**src/rtl/stopwatch_ctrl_if.sv**
```systemverilog
// Counter/display side of the stopwatch controller: live seconds digits in,
// advance/clear/carry pulses and frozen display digits out.
interface stopwatch_ctrl_if;
  logic [2:0] sec_tens;
  logic [3:0] sec_units;
  logic       cnt_en;
  logic       cnt_clr;
  logic       min_carry;
  logic [2:0] disp_tens;
  logic [3:0] disp_units;
  logic [1:0] state;
  logic       running;

  modport master (
    input  sec_tens, sec_units,
    output cnt_en, cnt_clr, min_carry,
    output disp_tens, disp_units,
    output state, running
  );

  modport slave (
    output sec_tens, sec_units,
    input  cnt_en, cnt_clr, min_carry,
    input  disp_tens, disp_units,
    input  state, running
  );
endinterface

```
**src/rtl/stopwatch_ctrl.sv**
```systemverilog
// Stopwatch sequencer: debounced start/stop and lap/reset buttons drive a
// four-state FSM, a one-second prescaler and a lap-freezable display copy.
module stopwatch_ctrl #(
  parameter int unsigned TICK_DIV   = 100_000_000,
  parameter int unsigned DEB_CYCLES = 1_000_000
) (
  input  logic clk,
  input  logic reset,
  input  logic btn_ss,
  input  logic btn_lr,
  stopwatch_ctrl_if.master sw
);

  localparam int PW = $clog2(TICK_DIV);
  localparam int DW = $clog2(DEB_CYCLES);

  typedef enum logic [1:0] {
    IDLE  = 2'b00,
    RUN   = 2'b01,
    PAUSE = 2'b10,
    LAP   = 2'b11
  } state_e;

  // Bit 0 is start/stop, bit 1 is lap/reset.
  logic [1:0]         sync1_q, sync2_q;
  logic [1:0]         deb_q, deb_d;
  logic [1:0]         deb_dly_q;
  logic [1:0]         press_q, press_d;
  logic [1:0][DW-1:0] deb_cnt_q, deb_cnt_d;

  state_e        state_q, state_d;
  logic [PW-1:0] pre_q, pre_d;
  logic          cnt_en_q, cnt_en_d;
  logic          cnt_clr_q, cnt_clr_d;
  logic [2:0]    disp_t_q, disp_t_d;
  logic [3:0]    disp_u_q, disp_u_d;
  logic          run_s;
  logic          ss_s, lr_s;

  always_comb begin
    deb_d     = deb_q;
    deb_cnt_d = '0;
    for (int i = 0; i < 2; i++) begin
      if (sync2_q[i] != deb_q[i]) begin
        if (deb_cnt_q[i] == DW'(DEB_CYCLES - 1))
          deb_d[i] = ~deb_q[i];
        else
          deb_cnt_d[i] = deb_cnt_q[i] + 1'b1;
      end
    end
    press_d = deb_q & ~deb_dly_q;
  end

  assign ss_s  = press_q[0];
  assign lr_s  = press_q[1];
  assign run_s = (state_q == RUN) || (state_q == LAP);

  always_comb begin
    state_d   = state_q;
    pre_d     = pre_q;
    cnt_en_d  = 1'b0;
    cnt_clr_d = 1'b0;
    disp_t_d  = sw.sec_tens;
    disp_u_d  = sw.sec_units;
    // Start/stop takes priority; a same-cycle lap/reset is dropped.
    unique case (state_q)
      IDLE:  if (ss_s) state_d = RUN;
      RUN: begin
        if (ss_s)      state_d = PAUSE;
        else if (lr_s) state_d = LAP;
      end
      LAP: begin
        if (ss_s)      state_d = PAUSE;
        else if (lr_s) state_d = RUN;
      end
      PAUSE: begin
        if (ss_s) begin
          state_d = RUN;
        end else if (lr_s) begin
          state_d   = IDLE;
          cnt_clr_d = 1'b1;
        end
      end
      default: state_d = IDLE;
    endcase
    if (run_s) begin
      if (pre_q == PW'(TICK_DIV - 1)) begin
        pre_d    = '0;
        cnt_en_d = 1'b1;
      end else begin
        pre_d = pre_q + 1'b1;
      end
    end
    if (state_d == IDLE) pre_d = '0;
    if (state_q == LAP) begin
      disp_t_d = disp_t_q;
      disp_u_d = disp_u_q;
    end
  end

  always_ff @(posedge clk or posedge reset) begin
    if (reset) begin
      sync1_q   <= '0;
      sync2_q   <= '0;
      deb_q     <= '0;
      deb_dly_q <= '0;
      deb_cnt_q <= '0;
      press_q   <= '0;
      state_q   <= IDLE;
      pre_q     <= '0;
      cnt_en_q  <= 1'b0;
      cnt_clr_q <= 1'b0;
      disp_t_q  <= '0;
      disp_u_q  <= '0;
    end else begin
      sync1_q   <= {btn_lr, btn_ss};
      sync2_q   <= sync1_q;
      deb_q     <= deb_d;
      deb_dly_q <= deb_q;
      deb_cnt_q <= deb_cnt_d;
      press_q   <= press_d;
      state_q   <= state_d;
      pre_q     <= pre_d;
      cnt_en_q  <= cnt_en_d;
      cnt_clr_q <= cnt_clr_d;
      disp_t_q  <= disp_t_d;
      disp_u_q  <= disp_u_d;
    end
  end

  assign sw.cnt_en     = cnt_en_q;
  assign sw.cnt_clr    = cnt_clr_q;
  assign sw.min_carry  = cnt_en_q && (sw.sec_tens == 3'd5)
                                  && (sw.sec_units == 4'd9);
  assign sw.disp_tens  = disp_t_q;
  assign sw.disp_units = disp_u_q;
  assign sw.state      = state_q;
  assign sw.running    = run_s;

endmodule

```
**src/flat_wrapper.sv**
```systemverilog
// flat-port wrapper written by rule: the top's interface ports become plain ports
module stopwatch_ctrl_flat 
#(
  parameter int unsigned TICK_DIV   = 100_000_000,
  parameter int unsigned DEB_CYCLES = 1_000_000
)
  (clk, reset, btn_ss, btn_lr, sw_sec_tens, sw_sec_units, sw_cnt_en, sw_cnt_clr, sw_min_carry, sw_disp_tens, sw_disp_units, sw_state, sw_running);
  stopwatch_ctrl_if sw_i ();
  input  logic clk;
  input  logic reset;
  input  logic btn_ss;
  input  logic btn_lr;
  input wire logic [$bits(sw_i.sec_tens)-1:0] sw_sec_tens;
  input wire logic [$bits(sw_i.sec_units)-1:0] sw_sec_units;
  output wire logic [$bits(sw_i.cnt_en)-1:0] sw_cnt_en;
  output wire logic [$bits(sw_i.cnt_clr)-1:0] sw_cnt_clr;
  output wire logic [$bits(sw_i.min_carry)-1:0] sw_min_carry;
  output wire logic [$bits(sw_i.disp_tens)-1:0] sw_disp_tens;
  output wire logic [$bits(sw_i.disp_units)-1:0] sw_disp_units;
  output wire logic [$bits(sw_i.state)-1:0] sw_state;
  output wire logic [$bits(sw_i.running)-1:0] sw_running;
  assign sw_i.sec_tens = sw_sec_tens;
  assign sw_i.sec_units = sw_sec_units;
  assign sw_cnt_en = sw_i.cnt_en;
  assign sw_cnt_clr = sw_i.cnt_clr;
  assign sw_min_carry = sw_i.min_carry;
  assign sw_disp_tens = sw_i.disp_tens;
  assign sw_disp_units = sw_i.disp_units;
  assign sw_state = sw_i.state;
  assign sw_running = sw_i.running;
  stopwatch_ctrl #(.TICK_DIV(TICK_DIV), .DEB_CYCLES(DEB_CYCLES)) u_core (.clk(clk), .reset(reset), .btn_ss(btn_ss), .btn_lr(btn_lr), .sw(sw_i));
endmodule
```
**config.mk**
```make
export PLATFORM = sky130hd
export DESIGN_NAME = stopwatch_ctrl_flat
export DESIGN_NICKNAME = d
export VERILOG_FILES = /design/src/rtl/stopwatch_ctrl_if.sv /design/src/rtl/stopwatch_ctrl.sv /design/src/flat_wrapper.sv
export SDC_FILE = /design/constraint.sdc
export NUM_CORES = 1
export LEC_CHECK = 0
export ABC_AREA = 1
export ABC_CLOCK_PERIOD_IN_PS = 3250
export CAP_MARGIN = 20
export CORE_UTILIZATION = 39
export CTS_BUF_LIST = sky130_fd_sc_hd__clkbuf_8
export CTS_CLUSTER_DIAMETER = 120
export DETAILED_ROUTE_END_ITERATION = 10
export GPL_TIMING_DRIVEN = 1
export PLACE_DENSITY = 0.56
export SYNTH_ARGS = -nofsm -noshare
export SYNTH_HDL_FRONTEND = slang
export SYNTH_SLANG_ARGS = --single-unit
```
**constraint.sdc**
```tcl
create_clock -name clk -period 3.25 [get_ports clk]
set_input_delay 0.325 -clock clk [delete_from_list [all_inputs] [get_ports clk]]
set_output_delay 0.325 -clock clk [all_outputs]
set_load 0.1 [all_outputs]
```
==> metrics <==
fraction of layout instances using a drive strength above 1=0.06729; Place WS=1.259 ns; CORE AREA=11470 um^2; Setup violations, final=0; Post-Synth XOR/XNOR Area=0.05313; synth top area cells=dfrtp_1 (48%), nand2_1 (11%), nor2_1 (10%); Net Switching=504.8 uW; NumNets Final=649; vias=3820; fin crit period=2.298 ns; Comb pwr share=0.054; clock sink total=88; GRT overflow=0; Die H=110.8 um; post-synthesis adder-cell area fraction=0.008132; Area Growth Syn to Fin=12.63%; RSZ-0062 raised after global routing=no; DRT Pass-1 Iters=4; Compound-Gate Fraction of Synth Area=0.03903; synthesized area per cell=7.617 um^2; Port Buf Inserts=23; busiest metal layer after global routing=met2; vias per cell=4.885; Final Max Tran Viols=0; Clock power frac=0.388; CTS Buf Count=9; CTS H-tree lvls=3; Crit-path slowest cell=clkdlybuf4s50_1; Max Freq=435.2 MHz; biggest area consumer among synthesized cells=dfrtp_1; hold_buf cts=0; GRT Util Overall=0.1703; Switching Fraction=0.2526; Rows=39; YS warnings=0; post-synthesis sequential area ratio=0.4771; skew final=0.01058 ns; Slew HR=0.3505; Fin Setup TNS=0 ns; Setup WS post-layout=0.9522 ns; nature of the critical path endpoint=output port; largest delay contributor family on the critical path=buffers and inverters; Post-Route WL=9514 um; num ports=24; Post-synth EDFFs=0; Die X=110.8 um; Commonest cells post-synth=nand2_1 (141), nor2_1 (123), dfrtp_1 (88); CTS tree=done; number of distinct library cells after synthesis=31; die footprint=12270 um^2; startpoint class of the critical path=register; routability cong.=0.8722; largest family of logic cells by synthesized area=simple AND/OR/NAND/NOR gates; P_int=1493 uW; Ant. Diodes=0; Cells after DPL=767; Mapped Cells=606; CP arrival=1.97 ns; Max Cap Violations=0; Yosys reg bits=88; post-synth net total=620; antenna-violating nets left=0; Residual DRC=0; slew at the pin with the worst max-slew slack=0.9712 ns; routed wire length per instance=12.17 um; DR iter-0 viols=143; root buf cell=clkbuf_8; crit-path cells=clkdlybuf4s50_1; outcome=completed; M1 GR Usage=0.2216; Power per Cell Area=384.4 nW/um^2; cell with the most instances after synthesis=nand2_1; clk buf depth=2; HPWL Detailed=6993 um; Initial Util=0.4025; Setup CP Type=register to output port; fin cells=782; Clk Latency, worst-skew pair=0.38 ns; vias in the first global route=3697; Simple-Gate Fraction of Synth Area=0.3326; highest ir drop seen on vdd=0.1739 mV; Worst Path Required=2.92 ns; GR Util met2=0.2708; Main synth FF type=dfrtp_1; leakage dissipation=0.002211 uW; worst hold path class=input pin to async pin; async set-or-reset flop fraction in the synthesized netlist=1.000; sequential power share=0.558; CP Max Fanout=5; Tot Pwr=1998 uW; Final Hold Viols=0; largest net degree at the start of global routing=52; Netlist Area Pre-Place=4616 um^2; CTS resizes=0; Buf+Inv Stages, Crit Path=1; met3 usage=0.03116; initial antenna violation count=0; Post-CTS Setup Inserts=0; post-route clock period utilization=0.7070; post-synthesis mux area share=0.01464; register clock-pin slew on the reported worst setup and hold paths=0.09 ns; slowest stage delay, CP=1.16 ns; first-pass GRT wire length=16860 um; post-synth top area share=0.4771
==> per-stage QoR <==
step           area (um^2)  hold slack [ns]    util
3_3_place_gp          5007           0.3328  0.4367
4_1_cts               5199           0.3510  0.4534
2_1_floorplan         4622           0.3312       -
3_5_place_dp          5007           0.3347  0.4367
6_report              5199           0.3398  0.4534
5_1_grt               5199           0.3697  0.4534
==> placed cells by master (no fill, tap or decap), drive strengths merged <==
master / synthesis / layout
clkdlybuf4s50: 0 / 20
inv: 82 / 83
nor2: 128 / 128
xor2: 23 / 23
clkbuf: 1 / 9
nand2: 146 / 146
ha: 3 / 3
nand3: 42 / 42
a31oi: 3 / 3
buf: 5 / 4
or2: 1 / 1
clkinv: 0 / 2
o211ai: 1 / 1
nor3: 26 / 26
a21oi: 17 / 17
bufinv: 0 / 1
nor4: 1 / 1
and3: 1 / 1
o21ai: 11 / 11
clkinvlp: 0 / 2
mux2: 6 / 6
nand4: 14 / 14
nand3b: 2 / 2
xnor2: 5 / 5
dfrtp: 88 / 88
==> sequential cells by signal, indices dropped and copies added, names as in the netlist <==
name	flops
u_core.deb_q	2
u_core.deb_dly_q	2
u_core.sw.cnt_en	1
u_core.sw.disp_tens	3
u_core.sync1_q	2
u_core.sw.cnt_clr	1
u_core.deb_cnt_q	40
u_core.sw.state	2
u_core.sw.disp_units	4
u_core.sync2_q	2
u_core.pre_q	27
u_core.press_q	2
==> kinds of logic (layout without fill, tap and decap cells) <==
family,count (synthesis),count (layout)
AND/OR/NAND/NOR,361,361
flip-flops,88,88
buffers and inverters,88,121
AO/OA/AOI/OAI,32,32
XOR/XNOR,28,28
multiplexers,6,6
adder cells (fa/ha/maj),3,3
==> power groups by stage <==
stage	clock [uW]	combinational [uW]	sequential [uW]
final	775	108	1110
after global routing	841	120	1120
after CTS	804	112	1110
after detailed placement	0	111	1140
after global placement	0	110	1140
after floorplan	0	39.6	1170
==> final timing paths <==
path / start / end / slack [ns] / depth (start not counted)
min in group clk: u_core.sync1_q[1]$_DFF_PP0_ / u_core.sync2_q[1]$_DFF_PP0_ / 0.36 / 0
worst max-delay path: u_core.sw.state[1]$_DFF_PP0_ / sw_state[1] / 0.95 / 1
worst min register to register: u_core.sync1_q[1]$_DFF_PP0_ / u_core.sync2_q[1]$_DFF_PP0_ / 0.36 / 0
max in group asynchronous: reset / u_core.pre_q[22]$_DFFE_PP0P_ / 2.21 / 3
worst min-delay path: reset / u_core.sync1_q[0]$_DFF_PP0_ / 0.34 / 2
worst max register to register: u_core.deb_cnt_q[20]$_DFF_PP0_ / u_core.deb_cnt_q[37]$_DFF_PP0_ / 1.21 / 8
==> metal layers <==
layer	part of all wire	routed length, um
met5	0	0
met4	0.025	240
met3	0.040	383
met2	0.44	4212
met1	0.49	4678
==> area by class of cell <==
type / instances / area [um^2]
Clock buffer: 9 / 123.9
Inverter: 82 / 311.5
Clock inverter: 6 / 67.56
Tap cell: 143 / 178.9
Timing Repair Buffer: 24 / 242.7
Sequential cell: 88 / 2202
Multi-Input combinational cell: 430 / 2072
Fill cell: 1126 / 6269
Note: power is estimated with default switching activity, not from simulation.
